[src/rtl/cover_pkg.sv]
// cover_pkg: shared FSM states, bitmap word width and index-width helper
package cover_pkg;
  typedef enum logic [1:0] {IDLE, SCAN, CLEAR} state_t;
  localparam int BITMAP_WORD_W = 32;
  function automatic int idx_width(input int n);
    return (n > 1) ? $clog2(n) : 1;
  endfunction
endpackage

[src/rtl/cover_idx_fifo.sv]
// cover_idx_fifo: synchronous index FIFO with full/empty flags and flush
module cover_idx_fifo import cover_pkg::*; #(
  parameter int DW = 8,
  parameter int DEPTH = 8
) (
  input  logic          clock,
  input  logic          reset,
  input  logic          i_push,
  input  logic [DW-1:0] i_data,
  input  logic          i_pop,
  input  logic          i_flush,
  output logic [DW-1:0] o_data,
  output logic          o_full,
  output logic          o_empty
);
  localparam int PW = idx_width(DEPTH);
  logic [PW:0] r_wr;
  logic [PW:0] r_rd;
  logic [DW-1:0] r_mem [DEPTH];
  logic w_push;
  logic w_pop;
  assign o_empty = r_wr == r_rd;
  assign o_full = (r_wr[PW] != r_rd[PW]) && (r_wr[PW-1:0] == r_rd[PW-1:0]);
  assign w_push = i_push && !o_full;
  assign w_pop = i_pop && !o_empty;
  assign o_data = r_mem[r_rd[PW-1:0]];
  // Pointer and storage update; flush empties without touching storage
  always_ff @(posedge clock or posedge reset) begin
    if (reset) begin
      r_wr <= '0;
      r_rd <= '0;
      for (int i = 0; i < DEPTH; i++) r_mem[i] <= '0;
    end else if (i_flush) begin
      r_wr <= '0;
      r_rd <= '0;
    end else begin
      if (w_push) begin
        r_mem[r_wr[PW-1:0]] <= i_data;
        r_wr <= r_wr + 1'b1;
      end
      if (w_pop) r_rd <= r_rd + 1'b1;
    end
  end
endmodule

[src/rtl/cover_toggle_collector.sv]
// cover_toggle_collector: first-hit toggle coverage bitmap with new-hit FIFO, readback and clear sweep
module cover_toggle_collector import cover_pkg::*; #(
  parameter int W = 4,
  parameter int COVER_TOTAL = 256,
  parameter int FIFO_DEPTH = 8,
  localparam int IDX_W = idx_width(COVER_TOTAL),
  localparam int WORDS = COVER_TOTAL / BITMAP_WORD_W,
  localparam int AW = idx_width(WORDS)
) (
  input  logic                     clock,
  input  logic                     reset,
  input  logic                     in_valid,
  output logic                     in_ready,
  input  logic [W-1:0]             in_bits,
  input  logic [IDX_W-1:0]         in_base,
  output logic                     new_valid,
  input  logic                     new_ready,
  output logic [IDX_W-1:0]         new_index,
  input  logic                     clear_req,
  output logic                     clear_busy,
  input  logic                     rd_en,
  input  logic [AW-1:0]            rd_addr,
  output logic                     rd_valid,
  output logic [BITMAP_WORD_W-1:0] rd_data,
  output logic [IDX_W:0]           cover_count
);
  localparam int PW = idx_width(W);
  state_t r_state;
  state_t w_next;
  logic r_run;
  logic r_pending;
  logic [IDX_W-1:0] r_base;
  logic [W-1:0] r_bits;
  logic [W-1:0] w_mask;
  logic [W-1:0] w_rest;
  logic [PW-1:0] w_p;
  logic [IDX_W-1:0] w_idx;
  logic [COVER_TOTAL-1:0] r_bitmap;
  logic [IDX_W:0] r_count;
  logic [AW-1:0] r_clr_addr;
  logic r_rd_valid;
  logic [BITMAP_WORD_W-1:0] r_rd_data;
  logic w_full;
  logic w_empty;
  logic w_hit;
  logic w_adv;
  logic w_push;
  logic w_accept;
  logic w_flush;
  logic w_clr_last;
  assign in_ready = r_run && r_state == IDLE && !r_pending;
  assign clear_busy = r_pending || r_state == CLEAR;
  assign new_valid = !w_empty;
  assign cover_count = r_count;
  assign rd_valid = r_rd_valid;
  assign rd_data = r_rd_data;
  // Range-mask incoming bits, pick lowest pending bit, and choose next state
  always_comb begin
    w_mask = '0;
    w_p = '0;
    for (int i = 0; i < W; i++) w_mask[i] = in_bits[i] && (int'(in_base) + i < COVER_TOTAL);
    for (int i = W - 1; i >= 0; i--) if (r_bits[i]) w_p = PW'(i);
    w_idx = r_base + IDX_W'(w_p);
    w_rest = r_bits & ~(W'(1) << w_p);
    w_hit = r_bitmap[w_idx];
    w_adv = r_state == SCAN && (w_hit || !w_full);
    w_push = r_state == SCAN && !w_hit && !w_full;
    w_accept = in_valid && in_ready;
    w_flush = r_state == CLEAR && r_clr_addr == '0;
    w_clr_last = r_clr_addr == AW'(WORDS - 1);
    w_next = r_state == IDLE ? (r_pending ? CLEAR : (w_accept && |w_mask) ? SCAN : IDLE)
           : r_state == SCAN ? ((w_adv && w_rest == '0) ? (r_pending ? CLEAR : IDLE) : SCAN)
           : (w_clr_last ? IDLE : CLEAR);
  end
  // State, event latch, bitmap set/sweep and distinct-hit count
  always_ff @(posedge clock or posedge reset) begin
    if (reset) begin
      r_state <= IDLE;
      r_run <= 1'b0;
      r_pending <= 1'b0;
      r_base <= '0;
      r_bits <= '0;
      r_bitmap <= '0;
      r_count <= '0;
      r_clr_addr <= '0;
    end else begin
      r_state <= w_next;
      r_run <= 1'b1;
      r_pending <= clear_req || (r_pending && !w_flush);
      if (w_accept) begin
        r_base <= in_base;
        r_bits <= w_mask;
      end else if (w_adv) begin
        r_bits <= w_rest;
      end
      if (w_push) begin
        r_bitmap[w_idx] <= 1'b1;
        r_count <= r_count + 1'b1;
      end
      if (r_state == CLEAR) begin
        r_bitmap[BITMAP_WORD_W * int'(r_clr_addr) +: BITMAP_WORD_W] <= '0;
        r_clr_addr <= w_clr_last ? '0 : r_clr_addr + 1'b1;
      end
      if (w_flush) r_count <= '0;
    end
  end
  // Word readback sees the bitmap as it was before this cycle's updates
  always_ff @(posedge clock or posedge reset) begin
    if (reset) begin
      r_rd_valid <= 1'b0;
      r_rd_data <= '0;
    end else begin
      r_rd_valid <= rd_en;
      if (rd_en) r_rd_data <= (int'(rd_addr) < WORDS) ? r_bitmap[BITMAP_WORD_W * int'(rd_addr) +: BITMAP_WORD_W] : '0;
    end
  end
  cover_idx_fifo #(.DW(IDX_W), .DEPTH(FIFO_DEPTH)) u_fifo (
    .clock(clock),
    .reset(reset),
    .i_push(w_push),
    .i_data(w_idx),
    .i_pop(new_ready),
    .i_flush(w_flush),
    .o_data(new_index),
    .o_full(w_full),
    .o_empty(w_empty)
  );
endmodule

[config.mk]
export PLATFORM = sky130hd
export DESIGN_NAME = cover_toggle_collector
export DESIGN_NICKNAME = d
export VERILOG_FILES = /design/src/rtl/cover_pkg.sv /design/src/rtl/cover_idx_fifo.sv /design/src/rtl/cover_toggle_collector.sv
export SDC_FILE = /design/constraint.sdc
export NUM_CORES = 1
export LEC_CHECK = 0
export CORE_ASPECT_RATIO = 0.8
export CORE_UTILIZATION = 55
export CTS_BUF_LIST = sky130_fd_sc_hd__clkbuf_8
export CTS_CLUSTER_SIZE = 12
export DETAILED_ROUTE_END_ITERATION = 10
export PLACE_DENSITY_LB_ADDON = 0.08
export SLEW_MARGIN = 25
export SYNTH_ARGS = -nofsm -noshare
export SYNTH_HDL_FRONTEND = slang
export SYNTH_HIERARCHICAL = 1
export SYNTH_SLANG_ARGS = --single-unit
[constraint.sdc]
create_clock -name clock -period 16 [get_ports clock]
set_clock_uncertainty 0.15 [all_clocks]
set_input_delay 2.4 -clock clock [delete_from_list [all_inputs] [get_ports clock]]
set_output_delay 2.4 -clock clock [all_outputs]
set_load 0.05 [all_outputs]
After elaboration in Yosys (flattened, before gate mapping)
Index checks and enable logic that the tools add are counted.
- bits in registers: 389
- input port bits: 21
- output and inout port bits: 53
- logic and storage cells: 123
- $add $sub $neg: 9
- $lt $le $gt $ge: 9
- equal/unequal tests: 6
- shifts and indexed selects: 4
- multiplexer cells: 33
- bitwise logic cells: 6
- reductions and logical operators: 36
- operators by type and width (cell ; number):
    256-bit two-way mux ; 2
    256-bit bitwise mux ; 1
    256-bit OR ; 1
    32-bit by 33-bit variable shift with 256-bit output (first input constant) ; 1
    256-bit by 9-bit variable part select with 32-bit output ; 1
    32-bit by 33-bit variable part select with 256-bit output (first input constant) ; 1
    64-bit bitwise mux ; 1
    8-bit negator with 33-bit output ; 1
    9-bit < comparator (second input constant) ; 3
    8-bit binary-select mux with 3-bit select ; 1
    8-bit demux with 3-bit select ; 1
    4-bit two-way mux ; 6
    8-bit two-way mux ; 3
    2-bit two-way mux ; 10
    1-bit logical AND ; 19
    8-bit by 2-bit adder with 9-bit output (second input constant) ; 2
    8-bit by 9-bit < comparator with 1-bit output (second input constant) ; 2
    9-bit two-way mux ; 2
    8-bit by 1-bit adder with 9-bit output (second input constant) ; 1
    9-bit by 1-bit adder with 9-bit output (second input constant) ; 1
    4-bit by 1-bit adder with 4-bit output (second input constant) ; 2
    8-bit by 2-bit adder with 8-bit output ; 1
    1-bit binary-select mux with 8-bit select ; 1
    1-bit demux with 8-bit select ; 1
    25 further kinds ; 38

Depth between registers and ports, before layout
- depth in word-level cells: 13
- depth in mapped cells: 24
- mapped depth without buffers: 19

By module
Netlist, hierarchy kept.
- modules (own cells, without submodules) (module ; times used ; cells an instance ; area an instance (um^2)):
    cover_toggle_collector ; 1 ; 1498 ; 16683.5
    cover_idx_fifo ; 1 ; 226 ; 3641.0

Worst setup path after synthesis
Ideal clock, no wire load.
- path type: reg-to-reg
- start point: reg r_bits[2]
- end point: reg u_fifo/r_mem[10] (netlist bit)
- data arrival time: 4.960 ns
- slack: 10.765 ns
- stages on the path, launching flop included: 23
- path buffers: 5
- cell sequence: dfrtp_1 > inv_1 > a21oi_1 > nor2_1 > ha_1 > inv_1 > fa_1 > buf_2 > inv_2 > buf_2 > buf_2 > mux4_2 > mux2i_1 > nand2_1 > a32o_1 > a22oi_1 > nand4b_4 > inv_2 > nand2b_1 > buf_2 > or4_1 > buf_6 > mux2_4
- word-level cells in the longest chain between the ends: 11
- elaborated cells between the ends (all ways): 12
- classes of those cells: 1 x add/sub; 6 x mux; 5 x reduce/logical
- ends and longest elaborated chain (what ; line ; RTL):
    start, declared ; cover_toggle_collector.sv:33 ; logic [W-1:0] r_bits;
    start signal, assigned ; cover_toggle_collector.sv:92 ; r_bits <= w_mask;
    start signal, assigned ; cover_toggle_collector.sv:94 ; r_bits <= w_rest;
    2-bit two-way mux (3 in a row) ; cover_toggle_collector.sv:62 ; for (int i = W - 1; i >= 0; i--) if (r_bits[i]) w_p = PW'(i);
    8-bit by 2-bit adder with 8-bit output ; cover_toggle_collector.sv:63 ; w_idx = r_base + IDX_W'(w_p);
    named net w_idx[1] ; cover_toggle_collector.sv:37 ; logic [IDX_W-1:0] w_idx;
    1-bit binary-select mux with 8-bit select ; cover_toggle_collector.sv:65 ; w_hit = r_bitmap[w_idx];
    1-bit two-way mux (not written as such) ; cover_toggle_collector.sv:65 ;
    1-bit zero test ; cover_toggle_collector.sv:67 ; w_push = r_state == SCAN && !w_hit && !w_full;
    1-bit logical AND (2 in a row) ; cover_toggle_collector.sv:67 ;
    named net w_push ; cover_toggle_collector.sv:47 ; logic w_push;
    1-bit logical AND ; cover_idx_fifo.sv:24 ; assign w_push = i_push && !o_full;
    2-bit AND reduction (no line) ; - ;
    end signal, assigned by index ; cover_idx_fifo.sv:38 ; r_mem[r_wr[PW-1:0]] <= i_data;
    end, declared ; cover_idx_fifo.sv:19 ; logic [DW-1:0] r_mem [DEPTH];
The timed path passes the listed nets, and every way through them passes these cells. The select of a mux whose other input is x is not followed.
A chain may end at the register's enable or synchronous reset.

Worst setup path after layout
- start point: reg r_bits[2]
- end point: reg u_fifo/r_mem[8] (netlist bit)
- word-level cells in the longest chain between the ends: 11
- elaborated cells between the ends (all ways): 12
- classes of those cells: 1 x add/sub; 6 x mux; 5 x reduce/logical
- ends and longest elaborated chain (what ; line):
    2-bit two-way mux (3 in a row) ; cover_toggle_collector.sv:62
    8-bit by 2-bit adder with 8-bit output ; cover_toggle_collector.sv:63
    1-bit binary-select mux with 8-bit select ; cover_toggle_collector.sv:65
    1-bit two-way mux (not written as such) ; cover_toggle_collector.sv:65
    1-bit zero test ; cover_toggle_collector.sv:67
    1-bit logical AND (2 in a row) ; cover_toggle_collector.sv:67
    named net w_push ; cover_toggle_collector.sv:47
    1-bit logical AND ; cover_idx_fifo.sv:24
    2-bit AND reduction (no line) ; -
The timed path passes the listed nets, and every way through them passes these cells. The select of a mux whose other input is x is not followed.

==> out/results.ini <==
[timing]
setup_viol=0
hold_viol_final=0
whs_ns=0.354
fin_ws_ns=8.39
rsz0062_at_grt=no
maxSlewHeadroom_pct=31.3
worstMarginPinSlew_ns=1.03
finalCritPeriodShare_pct=47.5
finalSetupTns_ns=0
max_freq_ghz=0.131
finalMaxSlewViolations=0
min_period_ns=7.61

[global_routing]
grt_pass1_vias=15100
grt_max_degree=124
antenna_found_initial=3
globalRouteTotalUtil_pct=34.1
gr-total-overflow=0
grt_pass1_wl_um=96100

[layout]
area_growth_pct=11.2
fin_nets=1796
fillers=2875
final_cells=2286
drive_gt1_share_pct=19.9
final_util_pct=62.5

[clocking]
cts_hold_buf=0
cts_resized=0
htreeDepth=3
tritoncts=built
cts_setup_buffers=0
insertion_delay_ns=0.64
cts_max_path_buffers=3
clock-sinks=389
cts.clk_slew.worst_paths_ns=0.06
cts_buffers=66
cts_root_buf=clkbuf_8

[run_status]
run_status=finished, final reports clean

[worst_setup_path]
path_cells=inv_1 -> a21oi_1 -> nor2_1 -> ha_2 -> inv_1 -> fa_2 -> xor2_4 -> buf_4 -> clkinv_2 -> buf_4 -> mux2i_1 -> a32oi_1 -> a31oi_1 -> a311oi_1 -> o311ai_1 -> nand4b_4 -> inv_2 -> nand2b_1 -> or4_1 -> mux2_4
r2r_slack_ns=8.39
cp-end-kind=flip-flop
cp.required_ns=16.34
cp_max_fo=57
critPathMaxStageDelay_ns=0.82
path_class=flip-flop to flip-flop
critPathLaunchType=flip-flop
cp.arrival_ns=7.95
crit_path_top_delay_cell=or4_1

[die]
die_height_um=174
io_pins=74
rows=62
die_w_um=217
core_um2=36100
initial_core_util_pct=56.2
die_area_um2=37700

[synthesis]
synth.most_common_cell=dfrtp_1
yosysWarnings=6
synth_area_um2=20300
syn_avg_cell_area_um2=11.8
syn_inst=1724
synth-async-reset-ratio_pct=100
synth_top_area_share_pct=47.9
synth_cell_types=80
synthTopCellsByArea=dfrtp_1 (48%), mux4_2 (13%), a22o_1 (4.7%)
ys_ff_latch=389
synth_flop_cell=dfrtp_1
synth-seq-area-share_pct=47.9
synth.net_count=1758
yosysTopAreaCell=dfrtp_1
synth_edf_count=0
synth_common_cells=dfrtp_1 (389), nand2_1 (233), mux4_2 (117), a22o_1 (110), nor2_1 (90)

[drt]
totalWireLength_um=62400
drt_pass1_iterations=5
wl_per_cell_um=27.3
ant_nets=0
vias=15600
vias_per_cell=6.81
drc_errors=0
drt_iter0_markers=2136

[power_and_ir_drop]
p_per_area_nw_per_um2=146
peakVddDrop_uv=132
cellLeakagePower_nw=9.80

[placement]
globalplace.congestion=0.963
preCtsSetupSlack_ns=8.58
dp_hpwl_um=42000
post-place-cells=2174
portBuffers=73

[job]
drv_cap=0

[hold_path]
hp-class=flip-flop to flip-flop

-- worst max-delay path: cells and delay by family, from the launching register on --
kind | cells | cell delay, ns
compound gates | 5 | 1.16
xor+xnor | 1 | 0.18
fa+ha+maj | 2 | 0.65
buf+inv | 6 | 2.26
flops | 1 | 0.42
mux | 2 | 0.71
simple gates | 4 | 1.88
-- through the flow --
step / total power [mW] / cell area (um2)
after detailed placement: 2.39 / 21300
final: 3.31 / 22600
after global placement: 2.37 / 21300
after global routing: 3.42 / 22600
after floorplan: 1.95 / 20300
after CTS: 3.28 / 22600
-- worst paths after layout --
check	start	to	cells after the start
setup reg to reg	r_bits[2]$_DFFE_PP0P_	u_fifo/r_mem[8]$_DFFE_PP0P_	20
hold reg to reg	u_fifo/r_mem[57]$_DFFE_PP0P_	u_fifo/r_mem[57]$_DFFE_PP0P_	1
max in group asynchronous	reset	r_bitmap[64]$_DFF_PP0_	4
setup / recovery	r_bits[2]$_DFFE_PP0P_	u_fifo/r_mem[8]$_DFFE_PP0P_	20
hold / removal	u_fifo/r_mem[57]$_DFFE_PP0P_	u_fifo/r_mem[57]$_DFFE_PP0P_	1
min in group asynchronous	reset	r_bitmap[42]$_DFF_PP0_	2
-- power by group --
group | internal (mW) | total [mW] | leakage (nW) | switching (mW)
clock network | 0.488 | 0.893 | 0.747 | 0.405
registers | 1.01 | 1.07 | 5.36 | 0.0594
logic | 0.357 | 1.34 | 3.70 | 0.986
total | 1.86 | 3.31 | 9.80 | 1.45
-- cells in the final DEF (no fill, tap or decap), types with 40 or more instances in the layout --
| master | netlist | final |
|---|---|---|
| mux2i_1 | 78 | 78 |
| dfrtp_1 | 389 | 389 |
| nor2_1 | 90 | 90 |
| inv_1 | 20 | 40 |
| nand2_1 | 233 | 233 |
| mux4_2 | 117 | 117 |
| clkbuf_8 | 0 | 85 |
| o21ai_1 | 88 | 88 |
| mux2_2 | 50 | 50 |
| a21oi_1 | 53 | 53 |
| buf_4 | 4 | 40 |
| clkdlybuf4s50_1 | 0 | 69 |
| a22o_1 | 110 | 110 |
-- layer usage --
| layer | global-route usage [%] | share of wire, % | wire [um] |
|---|---|---|---|
| met1 | 52.5 | 44 | 27400 |
| met2 | 44.1 | 40 | 25200 |
| met3 | 12.8 | 13 | 8240 |
| met4 | 10.4 | 2.4 | 1470 |
| met5 | 1.03 | 0.054 | 34 |
-- registers in the layout, indices dropped and copies added, names as in the netlist --
| register | cells |
|---|---|
| r_state | 2 |
| rd_data | 32 |
| u_fifo/r_wr | 4 |
| r_pending | 1 |
| r_base | 8 |
| r_run | 1 |
| u_fifo/r_mem | 64 |
| r_bitmap | 256 |
| r_bits | 4 |
| r_clr_addr | 3 |
| u_fifo/r_rd | 4 |
| rd_valid | 1 |
| cover_count | 9 |
-- logic make-up after synthesis --
kind of cell,share of synthesized area (%)
other cells,0.0185
fa+ha+maj,0.886
simple gates,10.9
compound gates,13.2
xor+xnor,0.751
mux,22.6
buf+inv,3.69
flops,47.9
-- cell type report --
type                    instances  area (um2)  share of cell area, %
multi-input cells            1170        9870                   43.7
flip-flops and latches        389        9730                   43.1
clock buffers                  85        1170                   5.17
repair buffers                110         996                   4.41
well taps                     480         601                   2.66
clock inverters                26         133                  0.587
inverters                      25         103                  0.454
diodes                          1        2.50                 0.0111
Power figures use the tool's default switching activity.
